[config.mk]
export PLATFORM = sky130hd
export DESIGN_NAME = if_stage_flat
export DESIGN_NICKNAME = d
export VERILOG_FILES = /design/src/rtl/if_stage_if.sv /design/src/rtl/if_stage.sv /design/src/flat_wrapper.sv
export SDC_FILE = /design/constraint.sdc
export NUM_CORES = 1
export LEC_CHECK = 0
export BUFFER_PORTS_ARGS = -buffer_cell sky130_fd_sc_hd__buf_2
export CAP_MARGIN = 20
export CORE_UTILIZATION = 40
export CTS_BUF_LIST = sky130_fd_sc_hd__clkbuf_8
export DETAILED_ROUTE_END_ITERATION = 12
export GPL_TIMING_DRIVEN = 0
export PLACE_DENSITY = 0.7
export SETUP_SLACK_MARGIN = 0.05
export SLEW_MARGIN = 20
export SYNTH_ARGS = -nofsm -noshare
export SYNTH_HDL_FRONTEND = slang
export SYNTH_SLANG_ARGS = --single-unit
[constraint.sdc]
create_clock -name clk -period 6.5 [get_ports clk]
set_clock_uncertainty 0.2 [all_clocks]
set_input_delay 1.3 -clock clk [delete_from_list [all_inputs] [get_ports clk]]
set_output_delay 1.3 -clock clk [all_outputs]
set_load 0.005 [all_outputs]
[src/rtl/if_stage_if.sv]
// rtl/if_stage_if.sv - fetch-stage bus: hazard/redirect controls, imem port and IF/ID register view
interface if_stage_if;
  logic        stall;
  logic        redirect_valid;
  logic [31:0] redirect_pc;
  logic [31:0] imem_rdata;
  logic [31:0] imem_addr;
  logic [31:0] pcIF;
  logic [31:0] pcID;
  logic [31:0] instrID;
  logic        validID;

  modport master (
    input  stall, redirect_valid, redirect_pc, imem_rdata,
    output imem_addr, pcIF, pcID, instrID, validID
  );

  modport slave (
    output stall, redirect_valid, redirect_pc, imem_rdata,
    input  imem_addr, pcIF, pcID, instrID, validID
  );
endinterface

[src/rtl/if_stage.sv]
// rtl/if_stage.sv - instruction fetch stage: PC register plus IF/ID pipeline register
// Optional macro IF_PERF_CNT_EN adds fetch/stall/flush performance counters.
module if_stage #(
  parameter logic [31:0] RESET_PC  = 32'h00000000,
  parameter logic [31:0] NOP_INSTR = 32'h00000013
) (
  input  logic        clk,
  input  logic        rst,
  if_stage_if.master  bus
`ifdef IF_PERF_CNT_EN
  ,
  output logic [31:0] fetch_cnt,
  output logic [31:0] stall_cnt,
  output logic [31:0] flush_cnt
`endif
);

  typedef enum logic [1:0] {
    OP_FETCH = 2'd0,
    OP_STALL = 2'd1,
    OP_FLUSH = 2'd2
  } op_t;

  op_t         op;
  logic [31:0] pc;
  logic [31:0] pc_next_seq;
  logic [31:0] redirect_target;
  logic [31:0] pc_id;
  logic [31:0] instr_id;
  logic        valid_id;

  // Redirect outranks stall: a flushed instruction must never be held.
  always_comb begin
    op = OP_FETCH;
    if (bus.redirect_valid) begin
      op = OP_FLUSH;
    end else if (bus.stall) begin
      op = OP_STALL;
    end
  end

  // Low target bits are discarded rather than flagged; PC stays word aligned.
  assign redirect_target = bus.redirect_pc & ~32'h00000003;
  assign pc_next_seq     = pc + 32'd4;

  always_ff @(posedge clk) begin
    if (!rst) begin
      pc       <= RESET_PC;
      pc_id    <= 32'h00000000;
      instr_id <= NOP_INSTR;
      valid_id <= 1'b0;
    end else begin
      case (op)
        OP_FLUSH: begin
          pc       <= redirect_target;
          pc_id    <= 32'h00000000;
          instr_id <= NOP_INSTR;
          valid_id <= 1'b0;
        end
        OP_FETCH: begin
          pc       <= pc_next_seq;
          pc_id    <= pc;
          instr_id <= bus.imem_rdata;
          valid_id <= 1'b1;
        end
        default: begin
        end
      endcase
    end
  end

  assign bus.imem_addr = pc;
  assign bus.pcIF      = pc;
  assign bus.pcID      = pc_id;
  assign bus.instrID   = instr_id;
  assign bus.validID   = valid_id;

`ifdef IF_PERF_CNT_EN
  always_ff @(posedge clk) begin
    if (!rst) begin
      fetch_cnt <= 32'h00000000;
      stall_cnt <= 32'h00000000;
      flush_cnt <= 32'h00000000;
    end else begin
      case (op)
        OP_FETCH: fetch_cnt <= fetch_cnt + 32'd1;
        OP_STALL: stall_cnt <= stall_cnt + 32'd1;
        OP_FLUSH: flush_cnt <= flush_cnt + 32'd1;
        default: begin
        end
      endcase
    end
  end
`endif

endmodule

[src/flat_wrapper.sv]
// flat-port wrapper written by rule: the top's interface ports become plain ports
module if_stage_flat 
#(
  parameter logic [31:0] RESET_PC  = 32'h00000000,
  parameter logic [31:0] NOP_INSTR = 32'h00000013
)
  (clk, rst, bus_stall, bus_redirect_valid, bus_redirect_pc, bus_imem_rdata, bus_imem_addr, bus_pcIF, bus_pcID, bus_instrID, bus_validID);
  if_stage_if bus_i ();
  input  logic clk;
  input  logic rst;
  input wire logic [$bits(bus_i.stall)-1:0] bus_stall;
  input wire logic [$bits(bus_i.redirect_valid)-1:0] bus_redirect_valid;
  input wire logic [$bits(bus_i.redirect_pc)-1:0] bus_redirect_pc;
  input wire logic [$bits(bus_i.imem_rdata)-1:0] bus_imem_rdata;
  output wire logic [$bits(bus_i.imem_addr)-1:0] bus_imem_addr;
  output wire logic [$bits(bus_i.pcIF)-1:0] bus_pcIF;
  output wire logic [$bits(bus_i.pcID)-1:0] bus_pcID;
  output wire logic [$bits(bus_i.instrID)-1:0] bus_instrID;
  output wire logic [$bits(bus_i.validID)-1:0] bus_validID;
  assign bus_i.stall = bus_stall;
  assign bus_i.redirect_valid = bus_redirect_valid;
  assign bus_i.redirect_pc = bus_redirect_pc;
  assign bus_i.imem_rdata = bus_imem_rdata;
  assign bus_imem_addr = bus_i.imem_addr;
  assign bus_pcIF = bus_i.pcIF;
  assign bus_pcID = bus_i.pcID;
  assign bus_instrID = bus_i.instrID;
  assign bus_validID = bus_i.validID;
  if_stage #(.RESET_PC(RESET_PC), .NOP_INSTR(NOP_INSTR)) u_core (.clk(clk), .rst(rst), .bus(bus_i));
endmodule
==> results of run 1 <==
worst max-delay path: stages:
cell      delay, ps
clkbuf_1        220
buf_1           600
buf_1           650
mux2i_1         260
nor2_1           50
stage by stage:
| step | utilization | power [mW] |
|---|---|---|
| 6_report | 0.557 | 1.23 |
| 3_5_place_dp | 0.533 | 0.808 |
| 4_1_cts | 0.556 | 1.24 |
| 5_1_grt | 0.557 | 1.29 |
| 2_1_floorplan | - | 0.729 |
| 3_3_place_gp | 0.533 | 0.804 |
report_power, final:
part	internal (mW)	total, mW	switching, mW	leakage (nW)
Combinational	0.0911	0.170	0.0786	1.86
Sequential	0.593	0.626	0.0321	0.762
Clock	0.230	0.438	0.209	0.113
Total	0.914	1.23	0.319	2.73
registers in the layout (all words and copies together) (netlist names):
register / cells
u_core.bus.instrID: 32
u_core.bus.imem_addr: 30
u_core.bus.pcID: 30
u_core.bus.validID: 1
cell type report:
type / instances / area share
multi-input cells: 292 / 0.348
flip-flops and latches: 93 / 0.336
repair buffers: 187 / 0.169
plain buffers: 65 / 0.0702
well taps: 133 / 0.0300
clock buffers: 10 / 0.0248
clock inverters: 6 / 0.0169
inverters: 7 / 0.00474
synthesized netlist by cell type (2+ instances only):
cell,number,share of area
or3_1,3,0.0045
xor2_1,3,0.0063
a311oi_1,2,0.0042
and4_1,5,0.010
o21ai_0,24,0.029
and2_1,2,0.0030
nor2b_1,2,0.0030
o211a_1,4,0.0096
mux2i_1,63,0.15
nor4_1,10,0.015
buf_2,2,0.0024
a31oi_1,7,0.010
nor3_1,7,0.0084
a211o_1,2,0.0042
nand2_1,13,0.012
nand4b_1,3,0.0063
a211oi_1,3,0.0054
and3_1,3,0.0045
clkbuf_1,13,0.012
o31ai_1,4,0.0072
nand4_1,8,0.012
nand3_1,10,0.012
dfxtp_1,93,0.44
buf_1,13,0.012
o2111a_1,2,0.0054
buf_4,36,0.065
nand2b_1,4,0.0060
o311a_1,2,0.0048
inv_1,6,0.0054
or4_1,5,0.0090
nor2_1,66,0.059
a21oi_1,11,0.013
xnor2_1,9,0.019
cells by family (layout without fill, tap and decap cells):
logic type | Yosys count | count (layout) | synth area share
simple gates | 145 | 145 | 0.176
fa+ha+maj | 1 | 1 | 0.00299
flops | 93 | 93 | 0.444
buf+inv | 72 | 275 | 0.0992
other cells | 1 | 6 | 0.000895
mux | 63 | 63 | 0.151
xor+xnor | 12 | 12 | 0.0251
compound gates | 65 | 65 | 0.101
metal layers:
| metal | track usage | share of wire | vias up |
|---|---|---|---|
| met5 | 0 | 0 | - |
| met2 | 0.364 | 0.47 | 178 |
| li1 | - | - | 1959 |
| met3 | 0.0439 | 0.075 | 11 |
| met1 | 0.255 | 0.45 | 1809 |
| met4 | 0.0827 | 0.0094 | 0 |
worst max path at each step:
stage	from	to	slack (ps)	cells past startpoint
2_1_floorplan	bus_stall	u_core.bus.imem_addr[24]$_SDFFE_PN0P_	3380	5
3_3_place_gp	bus_stall	u_core.bus.imem_addr[22]$_SDFFE_PN0P_	3030	5
3_5_place_dp	bus_stall	u_core.bus.imem_addr[24]$_SDFFE_PN0P_	2950	5
4_1_cts	bus_stall	u_core.bus.imem_addr[24]$_SDFFE_PN0P_	3340	5
5_1_grt	bus_stall	u_core.bus.pcID[4]$_SDFFE_PN0P_	3290	5
6_report	bus_stall	u_core.bus.pcID[5]$_SDFFE_PN0P_	3440	5
==> results.md, run 1 <==
- Drt pass-1 iters: 5
- Vias in the first global route: ~3800
- Worst Path Arrival: around 3100 ps
- Largest net degree at the start of global routing: 17
- Total GRT Usage: 0.211
- Sequential area share after synthesis: 0.444
- Detail Route Antenna Nets: 0
- Post-cts gate resize count: 0
- Reg2reg start: u_core.bus.imem_addr[3]$_SDFFE_PN0P_
- Max Cap Violations: 0
- Core ar.: 9950 um2
- Total number of vias: 3957
- Worst slew margin: 0.445
- Final GP Congestion: 0.843
- Placed instance count: 776
- Shortest period the worst path allows: just over 3000 ps
- Initial core utilization: 0.421
- Max clock buf depth: 2
- Hold Buf Count CTS: 0
- Cell row count: 36
- Type of the tightest min-delay check: register to register
- Endpoint, Worst Hold: u_core.bus.validID$_SDFFE_PN0P_
- Area Overhead vs Synth: 32.3%
- Async S/R FF share, synth: 0
- Worst Setup Path Type: primary input to register
- Design area: about 5500 um2
- Post-route clock period utilization: 0.470
- Clock transition at path regs: roughly 90 ps
- Num CTS Buffers: 9
- CTS Sinks: 93
- Worst skew pair latency: about 360 ps
- Power per Cell Area: approximately 220 nW/um2
- RSZ-0062 raised after global routing: false
- Synth Area per Inst: 9.27 um2
- Sequential cell area: 1860 um2
- IO Pins: roughly 200
- Hold Path Cell Cnt: 2
- Flop2flop setup slack: roughly 4000 ps
- First-pass GRT wire length: about 18000 um
- I/O Buffers: ~190
- Clk root buf: clkbuf_8
- Mapped Area: about 4200 um2
- Final HPWL DP: between 8000 and 9000 um
- Ys flop type: dfxtp_1
- GRT Residual Overflow: 0
- # diodes: 0
- Hold Fails Final Rpt: 0
- Routed vias/inst: 4.99
- Worst Setup Start Kind: primary input
- Worst R2R Path Depth: 6
- Nets: about 720
- Setup TNS Final: 0 ps
- Slew @ Worst Pin: approximately 820 ps
- Final hold slack: 269 ps
- Max-slew violation count: 0
- Total wire length: 11700 um
- Footprint of the multi-input gates: between 1500 and 2000 um2
- Share of layout cells above drive strength 1: 0.374
- Detailed-route DRC error count: 0
- Initial antenna violation count: 0
- Worst Path Max Fanout: 10
- Starting DRT DRC Count: 151
- Non-filler cells, final: approximately 790
- Synth cell types: between 40 and 50
- Post-synth EDFFs: 0
- Fillers: 911
- Die ar.: ~11000 um2
- Commonest cells after routing, fill and taps aside: buf_2, dfxtp_1, nor2_1
- H-Tree Depth: 3
- R2R Path End: u_core.bus.imem_addr[20]$_SDFFE_PN0P_
- Min-delay src: u_core.bus.validID$_SDFFE_PN0P_
- CP endpoint kind: register
- WP data required: 6530 ps
- CTS tree: built
- Height of the die: ~100 um
- Synth Register Bits: 93
- Width of the die: 104 um
- Final Setup Violations: 0
- Leakage Power: between 2 and 3 nW
- Mapped Cells: 452
- Status: finished clean
- Most common cell after layout, fill and taps aside: buf_2
- Postcts setup bufs: 0
- Max rail drop VDD: roughly 0.11 mV
- Fmax: roughly 330 MHz
- Placed cell areas: 5310 um2
- YS warnings: 0
- WL/cell: 14.7 um
- Final worst slack: approximately 3400 ps
- Place WS: roughly 3000 ps
(Power assumes the default switching activity.)
==> run 2: changes to the inputs <==
PLACE_DENSITY = 0.73   (was 0.7)
clock period = 2.7 ns   (was 6.5 ns; I/O delays follow)
==> results.md, run 2 (synthesized netlist as in run 1, its figures left out) <==
- Status: finished clean
- Endpoint, Worst Hold: u_core.bus.instrID[5]$_SDFFE_PN0P_
- Height of the die: ~100 um
- Reg2reg start: u_core.bus.imem_addr[8]$_SDFFE_PN0P_
- Type of the tightest min-delay check: primary input to register
- Shortest period the worst path allows: about 2400 ps
- CTS Sinks: 93
- Worst skew pair latency: approximately 370 ps
- Starting DRT DRC Count: between 150 and 200
- Max-slew violation count: 0
- Max rail drop VDD: between 0.2 and 0.25 mV
- Final hold slack: 209 ps
- Max clock buf depth: 2
- Footprint of the multi-input gates: between 1500 and 2000 um2
- # diodes: 0
- R2R Path End: u_core.bus.imem_addr[23]$_SDFFE_PN0P_
- Final HPWL DP: 8970 um
- Worst Setup Start Kind: register
- Total GRT Usage: 0.216
- Worst R2R Path Depth: 5
- Cell row count: 36
- Hold Fails Final Rpt: 0
- Placed instance count: slightly below 800
- CP endpoint kind: register
- Non-filler cells, final: roughly 790
- Worst Path Max Fanout: 10
- RSZ-0062 raised after global routing: false
- Share of layout cells above drive strength 1: 0.375
- Sequential cell area: ~1900 um2
- IO Pins: 197
- Fillers: around 900
- Largest net degree at the start of global routing: 16
- Final worst slack: 263 ps
- Design area: about 5600 um2
- Clk root buf: clkbuf_8
- Area Overhead vs Synth: 32.7%
- Placed cell areas: roughly 5300 um2
- First-pass GRT wire length: between 15000 and 20000 um
- GRT Residual Overflow: 0
- Max reg flops: 32
- Final GP Congestion: 0.810
- Total wire length: 11900 um
- Worst Path Arrival: 2540 ps
- WP data required: between 2000 and 3000 ps
- I/O Buffers: approximately 190
- H-Tree Depth: 3
- Hold Buf Count CTS: 0
- Worst slew margin: 0.426
- Max Cap Violations: 0
- Post-route clock period utilization: 0.902
- Worst Setup Path Type: register to register
- Hold Path Cell Cnt: 3
- Place WS: -16.5 ps
- Most common cell after layout, fill and taps aside: buf_2
- Die ar.: approximately 11000 um2
- Nets: 723
- Clock transition at path regs: approximately 100 ps
- Width of the die: between 100 and 150 um
- Routed vias/inst: approximately 5.0
- Drt pass-1 iters: 4
- Total number of vias: about 3900
- Vias in the first global route: 3750
- Detailed-route DRC error count: 0
- CTS tree: built
- Power per Cell Area: between 500 and 600 nW/um2
- Initial core utilization: 0.421
- Final Setup Violations: 0
- Num CTS Buffers: 9
- Core ar.: between 9000 and 10000 um2
- Setup TNS Final: 0 ps
- WL/cell: approximately 15 um
- Fmax: 410 MHz
- Commonest cells after routing, fill and taps aside: buf_2, dfxtp_1, nor2_1
- Leakage Power: approximately 2.7 nW
- Min-delay src: bus_imem_rdata[5]
- Initial antenna violation count: 1
- Flop2flop setup slack: between 200 and 300 ps
- Slew @ Worst Pin: about 850 ps
- Detail Route Antenna Nets: 0
-- run 2: cell types whose count changed in the layout (fill, tap and decap cells not counted), sizes merged --
| cell | delta |
|---|---|
| inv | -1 |
| clkbuf | -1 |
| clkinvlp | +1 |
| clkinv | -1 |
| bufinv | +1 |
-- run 2: final cells by class --
cell class              instances  share of cell area
multi-input cells             292               0.348
clock buffers                  10              0.0248
plain buffers                  65              0.0700
clock inverters                 6              0.0198
flip-flops and latches         93               0.335
inverters                       7             0.00473
repair buffers                186               0.167
well taps                     133              0.0299
-- run 2: worst max path at each step --
stage | from | endpoint | slack (ps) | cells past startpoint
finish | u_core.bus.imem_addr[8]$_SDFFE_PN0P_ | u_core.bus.imem_addr[23]$_SDFFE_PN0P_ | 260 | 5
global route | u_core.bus.imem_addr[3]$_SDFFE_PN0P_ | u_core.bus.imem_addr[24]$_SDFFE_PN0P_ | 120 | 5
CTS | u_core.bus.imem_addr[8]$_SDFFE_PN0P_ | u_core.bus.imem_addr[23]$_SDFFE_PN0P_ | 270 | 5
detailed placement | bus_stall | u_core.bus.imem_addr[24]$_SDFFE_PN0P_ | -20 | 5
global placement | bus_stall | u_core.bus.imem_addr[22]$_SDFFE_PN0P_ | -10 | 5
floorplan | bus_stall | u_core.bus.imem_addr[24]$_SDFFE_PN0P_ | 340 | 5
-- run 2: layer usage --
| layer | vias up | part of all wire | GRT usage |
|---|---|---|---|
| met3 | 21 | 0.070 | 0.0388 |
| met4 | 2 | 0.015 | 0.0786 |
| li1 | 1948 | - | - |
| met1 | 1804 | 0.44 | 0.269 |
| met5 | - | 0.0011 | 0 |
| met2 | 167 | 0.48 | 0.369 |
-- run 2: critical path: stages, from the launching register on --
cell and delay, ps:
dfxtp_1 490, nand4_1 320, or4_4 620, buf_6 170, or4_1 400, a31oi_1 170
-- run 2: repair_timing --
item / in CTS / in global routing
gates resized for setup: 1 / 0
buffers inserted: 0 / 0
endpoints found under the setup margin: 2 / 0
-- run 2: power by group --
group	switching [mW]	internal [mW]	total (mW)
clock network	0.498	0.639	1.14
registers	0.0774	1.43	1.51
logic	0.189	0.219	0.409
-- run 2: through the flow --
step	power [mW]	util
2_1_floorplan	1.75	-
3_3_place_gp	1.93	0.533
3_5_place_dp	1.95	0.533
4_1_cts	3.08	0.558
5_1_grt	3.19	0.558
6_report	3.05	0.558
